<file path="src/rtl/gf128_mul_digit_if.sv">
// Operand/result bus of the digit-serial GF(2^128) multiplier.
//
// Handshake: an operand transfers on a rising clock edge where
// iData_valid && oData_ready are both high; iData and iAcc are sampled only
// then. The master may raise iData_valid at any time and must hold it, with
// stable iData/iAcc, until the transfer edge. oResult_valid is a one-cycle
// pulse that has no back-pressure. iClr and iHashkey_load are plain
// strobes that are honoured whenever the block is not multiplying.
interface gf128_mul_digit_if;
    logic [127:0] iData;
    logic         iData_valid;
    logic         oData_ready;
    logic         iAcc;
    logic         iClr;
    logic [127:0] iHashkey;
    logic         iHashkey_load;
    logic [127:0] oResult;
    logic         oResult_valid;
    logic         oBusy;

    modport master (
        output iData, iData_valid, iAcc, iClr, iHashkey, iHashkey_load,
        input  oData_ready, oResult, oResult_valid, oBusy
    );

    modport slave (
        input  iData, iData_valid, iAcc, iClr, iHashkey, iHashkey_load,
        output oData_ready, oResult, oResult_valid, oBusy
    );
endinterface

</file>
<file path="src/rtl/gf128_mul_digit.sv">
// Digit-serial GF(2^128) multiplier for GHASH. Processes DIGIT operand bits
// per clock with the right-shift algorithm, so one product takes
// 128/DIGIT cycles. Optional accumulate mode computes (X ^ Y) * H.
// All 128-bit values use GCM bit order: bit [127] is the x^0 coefficient.
module gf128_mul_digit #(
    parameter int DIGIT = 8
) (
    input  logic               iClk,
    input  logic               iRst_n,
    gf128_mul_digit_if.slave   bus,
    output logic [1:0]         oDbg_state
);

    localparam int NCYC  = 128 / DIGIT;
    localparam int CNT_W = (NCYC > 1) ? $clog2(NCYC) : 1;
    localparam logic [CNT_W-1:0] CNT_LAST = CNT_W'(NCYC - 1);
    // Reduction constant 11100001 || 0^120 in GCM order.
    localparam logic [127:0] R_POLY = {8'hE1, 120'b0};

    typedef enum logic [1:0] {
        ST_IDLE = 2'd0,
        ST_RUN  = 2'd1,
        ST_DONE = 2'd2
    } state_t;

    state_t             state_q, state_d;
    logic [CNT_W-1:0]   cnt_q, cnt_d;
    logic [127:0]       h_q, h_d;
    logic [127:0]       z_q, z_d;
    logic [127:0]       v_q, v_d;
    logic [127:0]       a_q, a_d;
    logic [127:0]       result_q, result_d;

    logic [127:0]       z_step, v_step, a_step;
    logic               v_lsb;
    logic               accept;
    logic [127:0]       acc_base;

    // DIGIT iterations of the right-shift multiply; A is shifted left so that
    // a_q[127] is always the next field bit to consume.
    always_comb begin
        z_step = z_q;
        v_step = v_q;
        a_step = a_q;
        v_lsb  = 1'b0;
        for (int i = 0; i < DIGIT; i++) begin
            if (a_step[127]) begin
                z_step = z_step ^ v_step;
            end
            a_step = a_step << 1;
            v_lsb  = v_step[0];
            v_step = (v_step >> 1) ^ (v_lsb ? R_POLY : 128'b0);
        end
    end

    // Next-state and datapath control.
    always_comb begin
        state_d  = state_q;
        cnt_d    = cnt_q;
        h_d      = h_q;
        z_d      = z_q;
        v_d      = v_q;
        a_d      = a_q;
        result_d = result_q;
        accept   = 1'b0;
        acc_base = result_q;

        case (state_q)
            ST_IDLE, ST_DONE: begin
                // Clear beats the result already sitting in DONE, and also
                // feeds zero into an accumulate accepted in the same cycle.
                if (bus.iClr) begin
                    result_d = 128'b0;
                    acc_base = 128'b0;
                end
                if (bus.iHashkey_load) begin
                    h_d = bus.iHashkey;
                end
                accept = bus.iData_valid;
                if (accept) begin
                    a_d     = bus.iAcc ? (bus.iData ^ acc_base) : bus.iData;
                    z_d     = 128'b0;
                    // A key loaded alongside the operand is used immediately.
                    v_d     = bus.iHashkey_load ? bus.iHashkey : h_q;
                    cnt_d   = '0;
                    state_d = ST_RUN;
                end else begin
                    state_d = ST_IDLE;
                end
            end
            ST_RUN: begin
                z_d   = z_step;
                v_d   = v_step;
                a_d   = a_step;
                cnt_d = cnt_q + CNT_W'(1);
                if (cnt_q == CNT_LAST) begin
                    result_d = z_step;
                    cnt_d    = '0;
                    state_d  = ST_DONE;
                end
            end
            default: begin
                state_d = ST_IDLE;
            end
        endcase
    end

    // State and datapath registers; reset aborts any product in flight.
    always_ff @(posedge iClk or negedge iRst_n) begin
        if (!iRst_n) begin
            state_q  <= ST_IDLE;
            cnt_q    <= '0;
            h_q      <= 128'b0;
            z_q      <= 128'b0;
            v_q      <= 128'b0;
            a_q      <= 128'b0;
            result_q <= 128'b0;
        end else begin
            state_q  <= state_d;
            cnt_q    <= cnt_d;
            h_q      <= h_d;
            z_q      <= z_d;
            v_q      <= v_d;
            a_q      <= a_d;
            result_q <= result_d;
        end
    end

    // Ready is masked by reset so nothing is offered while reset is held.
    assign bus.oData_ready   = iRst_n && ((state_q == ST_IDLE) || (state_q == ST_DONE));
    assign bus.oBusy         = (state_q == ST_RUN);
    assign bus.oResult_valid = (state_q == ST_DONE);
    assign bus.oResult       = result_q;
    assign oDbg_state        = state_q;

endmodule

</file>
<file path="src/flat_wrapper.sv">
// flat-port wrapper written by rule: the top's interface ports become plain ports
module gf128_mul_digit_flat 
#(
    parameter int DIGIT = 8
)
  (iClk, iRst_n, oDbg_state, bus_iData, bus_iData_valid, bus_iAcc, bus_iClr, bus_iHashkey, bus_iHashkey_load, bus_oData_ready, bus_oResult, bus_oResult_valid, bus_oBusy);
  gf128_mul_digit_if bus_i ();
  input  logic iClk;
  input  logic iRst_n;
  output logic [1:0] oDbg_state;
  input wire logic [$bits(bus_i.iData)-1:0] bus_iData;
  input wire logic [$bits(bus_i.iData_valid)-1:0] bus_iData_valid;
  input wire logic [$bits(bus_i.iAcc)-1:0] bus_iAcc;
  input wire logic [$bits(bus_i.iClr)-1:0] bus_iClr;
  input wire logic [$bits(bus_i.iHashkey)-1:0] bus_iHashkey;
  input wire logic [$bits(bus_i.iHashkey_load)-1:0] bus_iHashkey_load;
  output wire logic [$bits(bus_i.oData_ready)-1:0] bus_oData_ready;
  output wire logic [$bits(bus_i.oResult)-1:0] bus_oResult;
  output wire logic [$bits(bus_i.oResult_valid)-1:0] bus_oResult_valid;
  output wire logic [$bits(bus_i.oBusy)-1:0] bus_oBusy;
  assign bus_i.iData = bus_iData;
  assign bus_i.iData_valid = bus_iData_valid;
  assign bus_i.iAcc = bus_iAcc;
  assign bus_i.iClr = bus_iClr;
  assign bus_i.iHashkey = bus_iHashkey;
  assign bus_i.iHashkey_load = bus_iHashkey_load;
  assign bus_oData_ready = bus_i.oData_ready;
  assign bus_oResult = bus_i.oResult;
  assign bus_oResult_valid = bus_i.oResult_valid;
  assign bus_oBusy = bus_i.oBusy;
  gf128_mul_digit #(.DIGIT(DIGIT)) u_core (.iClk(iClk), .iRst_n(iRst_n), .bus(bus_i), .oDbg_state(oDbg_state));
endmodule
</file>
<file path="config.mk">
export PLATFORM = sky130hd
export DESIGN_NAME = gf128_mul_digit_flat
export DESIGN_NICKNAME = d
export VERILOG_FILES = /design/src/rtl/gf128_mul_digit_if.sv /design/src/rtl/gf128_mul_digit.sv /design/src/flat_wrapper.sv
export SDC_FILE = /design/constraint.sdc
export NUM_CORES = 2
export LEC_CHECK = 0
export BUFFER_PORTS_ARGS = -buffer_cell sky130_fd_sc_hd__buf_2
export CORE_MARGIN = 2
export CORE_UTILIZATION = 45
export DETAILED_ROUTE_END_ITERATION = 8
export HOLD_SLACK_MARGIN = 0.05
export PLACE_DENSITY = 0.66
export SLEW_MARGIN = 0
export SYNTH_ARGS = -nofsm -noshare
export SYNTH_HDL_FRONTEND = slang
export SYNTH_SLANG_ARGS = --single-unit
</file>
<file path="constraint.sdc">
create_clock -name iClk -period 1.9 [get_ports iClk]
set_input_delay 0.19 -clock iClk [delete_from_list [all_inputs] [get_ports iClk]]
set_output_delay 0.19 -clock iClk [all_outputs]
set_load 0.02 [all_outputs]
</file>
* Word level (Yosys, flattened, before mapping)
Index checks and enable logic that the tools add are counted.
** Storage, ports and cells
- Register bits after elaboration :: 646
- Latch bits :: 0
- Memory bits (writable) :: 0
- Bits in read-only memories :: 0
- Output and inout bits :: 133
- Logic and storage cells :: 71
- Memories :: 0
** Cells by class
- Add/sub/neg operators :: 1
- $mul :: 0
- Divide/modulo/power cells :: 0
- Order comparisons :: 0
- Eq/ne operators :: 5
- Shift operators :: 0
- Muxes and demuxes :: 34
- Bitwise operators :: 17
- Reduce and logical (&&, ||, !) cells :: 7
** Operators with widths (count)
- 2-to-1 mux 128 bit :: 24
- XOR 128 bit :: 9
- one-hot mux 128 bit (2 select lines) :: 4
- XOR 127 x 128 -> 128 bit :: 8
- 2-to-1 mux 4 bit :: 2
- one-hot mux 4 bit (2 select lines) :: 1
- adder 4 x 1 -> 4 bit, second input constant :: 1
- == test 4 bit, second input constant :: 1
- one-hot mux 2 bit (2 select lines) :: 1
- AND reduction 2 bit :: 2
- == test 2 x 1 -> 1 bit, second input constant :: 1
- == test 2 bit, second input constant :: 1
- logical NOT 2 bit :: 1
- 2-to-1 mux 2 bit :: 1
- != test 2 x 1 -> 1 bit, second input constant :: 1
- != test 2 bit, second input constant :: 1
- nonzero test 2 bit :: 1
- OR reduction 2 bit :: 1
- logical AND 1 bit :: 1
- logical OR 1 bit :: 1
- 2-to-1 mux 1 bit :: 1

* Logic depth before layout (Yosys ltp)
- Depth after elaboration :: 18
- Depth in mapped cells :: 10

* Worst setup path after synthesis
OpenSTA, ideal clock, no wires.
- Path type :: register to register
- From :: reg u_core.cnt_q[0]
- To :: reg u_core.result_q[10] (netlist: u_core.bus.oResult[10])
- Library setup time :: 0.121 ns
- Data arrival time :: 1.800 ns
- Required time :: 1.779 ns
- Path slack :: -0.021 ns
- Stages on the path, launching flop included :: 10
- Path through :: dfrtp_1 ha_1 nand3_1 nor2_2 nand2_1 inv_1 a21oi_2 buf_2 buf_2 a22o_1
** On the way
- Word-level cells in the longest chain between the ends :: 3
** RTL lines
- start, declared :: RTL line gf128_mul_digit.sv:27 : logic [CNT_W-1:0] cnt_q, cnt_d;
- start signal, assigned :: RTL line gf128_mul_digit.sv:120 : cnt_q <= cnt_d;
- == test 4 bit :: RTL line gf128_mul_digit.sv:96 : if (cnt_q == CNT_LAST) begin
- != test 2 x 1 -> 1 bit (no line)
- AND reduction 2 bit (no line)
- end signal, assigned :: RTL line gf128_mul_digit.sv:125 : result_q <= result_d;
- end, declared :: RTL line gf128_mul_digit.sv:32 : logic [127:0] result_q, result_d;
Every way passes these cells.
A chain may end at the register's enable or synchronous reset.

* Worst setup path after layout
- From :: reg u_core.a_q[126]
- To :: reg u_core.result_q[113] (netlist: u_core.bus.oResult[113])
** On the way
- Word-level cells in the longest chain between the ends :: 15
** RTL lines
- start, declared :: RTL line gf128_mul_digit.sv:31 : logic [127:0] a_q, a_d;
- start signal, assigned :: RTL line gf128_mul_digit.sv:116 : a_q <= 128'b0;
- start signal, assigned :: RTL line gf128_mul_digit.sv:124 : a_q <= a_d;
- 2-to-1 mux 128 bit * :: RTL line gf128_mul_digit.sv:47 : if (a_step[127]) begin
- XOR 128 bit :: RTL line gf128_mul_digit.sv:48 : z_step = z_step ^ v_step;
- 2-to-1 mux 128 bit * :: RTL line gf128_mul_digit.sv:47
- XOR 128 bit :: RTL line gf128_mul_digit.sv:48
- 2-to-1 mux 128 bit * :: RTL line gf128_mul_digit.sv:47
- XOR 128 bit :: RTL line gf128_mul_digit.sv:48
- 2-to-1 mux 128 bit * :: RTL line gf128_mul_digit.sv:47
- XOR 128 bit :: RTL line gf128_mul_digit.sv:48
- 2-to-1 mux 128 bit * :: RTL line gf128_mul_digit.sv:47
- XOR 128 bit :: RTL line gf128_mul_digit.sv:48
- 2-to-1 mux 128 bit * :: RTL line gf128_mul_digit.sv:47
- XOR 128 bit :: RTL line gf128_mul_digit.sv:48
- 2-to-1 mux 128 bit * :: RTL line gf128_mul_digit.sv:47
- 2-to-1 mux 128 bit * :: RTL line gf128_mul_digit.sv:96
- one-hot mux 128 bit (2 select lines) * :: RTL line gf128_mul_digit.sv:68 : case (state_q)
Mark *: on every way between the ends. The rest lies on a longest branch, timed or not. The select of a mux whose other input is x is not followed.

==> results.yml <==
routing:
  firstDrtPassIters: 6
  drt_iter0_markers: 3832
  routedWlPerCell_um: 22.53
  drt-total-wl_um: 149300
  detail-route-antenna-nets: 0
  drc_errors: 0
  viasPerCell: 5.600
  vias: 37120
die:
  rows: 112
  core_um2: 93190
  ios: 395
  die_w_um: 310.4
  start_util: 0.4533
  die-area_um2: 96340
  dieHeight_um: 310.4
timing:
  setup_slack_ps: -257.3
  worst-slew-pin-transition_ps: 852.9
  slew_violations: 0
  tns_ps: -30710
  setup_violations: 256
  max_freq_mhz: 463.5
  rsz0062_at_grt: "true"
  finalCriticalPeriod_ps: 2157
  finalHoldViolCount: 0
  skew_ps: 21.12
  timing.final.crit_share: 1.135
  max-slew-margin-rel: 0.4314
setup_path:
  cp-start-kind: "flop"
  cp_max_fo: 11
  path_common_cell: "buf_12"
  slowest_stage: "dfrtp_4"
  critical_path_class: "flop to flop"
  crit_family: "XOR/XNOR gates"
  path_buf_inv: 3
  crit_chain: "buf_12 -> buf_12 -> buf_4 -> nand2_1 -> xnor2_2 -> xnor3_1 -> xnor2_1 -> nor2_1 -> a22o_1"
  cp_slowest_stage_delay_ps: 510
  cp.required_ps: 2410
  end_kind: "flop"
  cp_data_arrival_time_ps: 2670
yosys:
  synth_ff_type: "dfrtp_1"
  ys_types: 55
  synth_area_leaders: "dfrtp_1 (38%), xnor2_1 (15%), nand2_1 (10%)"
  ys_async_sr_fraction: 1.000
  syn_inst: 4489
  synth_edf_count: 0
  synth_area_leader_cell: "dfrtp_1"
  synth.net_count: 4752
  ys_seq_area_frac: 0.3827
  netlist.area_leader.share: 0.3827
  avgSynthCellArea_um2: 9.411
  syn_area_um2: 42240
  ys.warnings.count: 0
  ys_ff_latch: 646
global_route:
  grt_pass1_vias: 36470
  grt-ovfl-total: 0
  grt_start_max_net_pins: 139
  track_usage: 0.2958
  grt_pass1_wl_um: 219500
  antenna_found_initial: 11
placement:
  gp_congestion: 0.9113
  dpl_cell_area_um2: 48570
  placement.io_buffers: 394
  hpwl_um: 95510
clocking:
  clkLatencyLatePin_ps: 640
  h-tree-depth: 3
  clock-sinks: 646
  cts_tree: "built"
  path_clk_slew_ps: 70
  cts_buffer_depth: 3
  root_buffer: "clkbuf_16"
  cts_buffers: 76
flow_run:
  drv_cap: 0
layout:
  nNetsFinal: 5578
  syn_to_final_growth_pct: 34.64
  post-route-cell-area_um2: 56880
  post_route_cells_drive_above_1_share: 0.2775
status:
  failed_checks: "negative setup slack"
  run_status: "complete, but fails checks"
worst_hold_path:
  hold_class: "input pin to flop"
==> worst register-to-register path: cells and delay by family, from the launching register on <==
kind	cells	cell delay, ps
compound gates	1	190
buf+inv	3	440
simple gates	2	190
xor+xnor	3	700
flops	1	510
==> cell usage in the layout, fill, tap and decap left out, types with 5 or more instances in the layout <==
| cell type | instances |
|---|---|
| nand2_1 | 1065 |
| dfrtp_1 | 633 |
| xnor2_1 | 593 |
| buf_2 | 391 |
| buf_4 | 363 |
| o21ai_0 | 256 |
| dlygate4sd3_1 | 255 |
| a22oi_1 | 236 |
| xor2_1 | 155 |
| xnor2_2 | 152 |
| mux2i_1 | 130 |
| mux2_2 | 128 |
| xnor3_1 | 127 |
| a22o_1 | 125 |
| nor2_1 | 120 |
| a21o_1 | 119 |
| buf_12 | 99 |
| clkbuf_16 | 92 |
| nand2_2 | 69 |
| nand2_4 | 32 |
| buf_6 | 28 |
| clkinv_2 | 16 |
| clkbuf_8 | 15 |
| nor2_2 | 13 |
| a221o_1 | 9 |
| bufinv_16 | 9 |
| clkbuf_1 | 8 |
| buf_8 | 8 |
| dfrtp_4 | 8 |
| a21oi_1 | 7 |
| o21ai_1 | 7 |
| xor2_2 | 7 |
| bufbuf_16 | 7 |
| buf_16 | 7 |
| clkinvlp_4 | 5 |
| dfrtp_2 | 5 |
==> flip-flops by register name, indices dropped and copies added (netlist names) <==
name	count
u_core.a_q	128
u_core.cnt_q	4
u_core.z_q	128
u_core.h_q	128
u_core.bus.oResult	128
u_core.oDbg_state	2
u_core.v_q	128
==> cell type report <==
type	count	area [um^2]
fill	7425	36310
multi-input combinational	3413	26010
sequential	646	16200
tap	1254	1569
inverter	6	32.53
clock inverter	35	456.7
timing repair buffer	1172	10410
antenna	1	2.502
clock buffer	101	2200
==> final timing paths <==
kind	start	endpoint	slack, ps	cells past startpoint
min in group asynchronous	iRst_n	u_core.z_q[117]	220	3
hold reg to reg	u_core.a_q[4]	u_core.a_q[4]	490	2
setup reg to reg	u_core.a_q[126]	u_core.bus.oResult[113]	-260	9
setup / recovery	u_core.a_q[126]	u_core.bus.oResult[113]	-260	9
hold / removal	bus_iData_valid	u_core.oDbg_state[0]	130	4
max in group asynchronous	iRst_n	u_core.h_q[58]	850	3
==> cell usage after synthesis, types with 2 or more instances <==
cell type and count:
nand2_1 1166, xnor2_1 746, dfrtp_1 646, o21ai_0 261
a22oi_1 238, clkbuf_1 166, xor2_1 162, buf_2 138
nor2_1 133, mux2i_1 130, mux2_2 128, xnor3_1 128
a22o_1 125, a21o_1 119, buf_1 97, buf_4 18
a21oi_1 10, a221o_1 9, nor2b_1 7, buf_6 5
nand3_1 5, inv_1 4, o21ai_1 4, nor3_1 3
xor2_2 3, a211oi_1 2, a32o_1 2, and3b_1 2
inv_2 2, nand2b_1 2, o211ai_1 2, o22ai_1 2
xor3_1 2
==> routing by layer <==
layer	track usage	up-vias	routed length [um]
li1	-	16510	-
met1	0.3991	18460	61120
met2	0.4658	1778	68410
met3	0.05170	345	12860
met4	0.1335	22	6788
met5	0	-	147
==> timing repair <==
item,CTS,global route
setup endpoints to repair,256,274
setup buffers,32,22
pin swaps,43,86
cloned,9,16
resized for setup,137,248
endpoints found under the hold margin,1023,0
hold buffers,255,0
==> stage by stage <==
| stage | hold WS (ps) | util | worst slack [ps] | cells |
|---|---|---|---|---|
| 2_1_floorplan | -105.6 | - | -21.42 | 4489 |
| 3_3_place_gp | 288.1 | 0.5212 | -343.9 | 6159 |
| 3_5_place_dp | 285.3 | 0.5212 | -381.6 | 6159 |
| 4_1_cts | 91.46 | 0.5902 | -154.1 | 6591 |
| 5_1_grt | 131.1 | 0.6103 | -278.4 | 6627 |
| 6_report | 125.6 | 0.6104 | -257.3 | 6628 |
==> cells by family (layout without fill, tap and decap cells) <==
family | Yosys count | after routing | synth area share
buffers and inverters | 430 | 1314 | 0.04478
xor gates and xnor gates | 1042 | 1042 | 0.2594
adders and majority gates | 1 | 1 | 0.0002961
and+or+nand+nor | 1329 | 1329 | 0.1201
AOI/OAI and AO/OA | 783 | 783 | 0.1279
DFF | 646 | 646 | 0.3827
other | 0 | 1 | 0
muxes | 258 | 258 | 0.06492
Power is left out: the tool's default activity adds up to more than one toggle a clock period on the data nets, which glitch-free logic cannot reach.
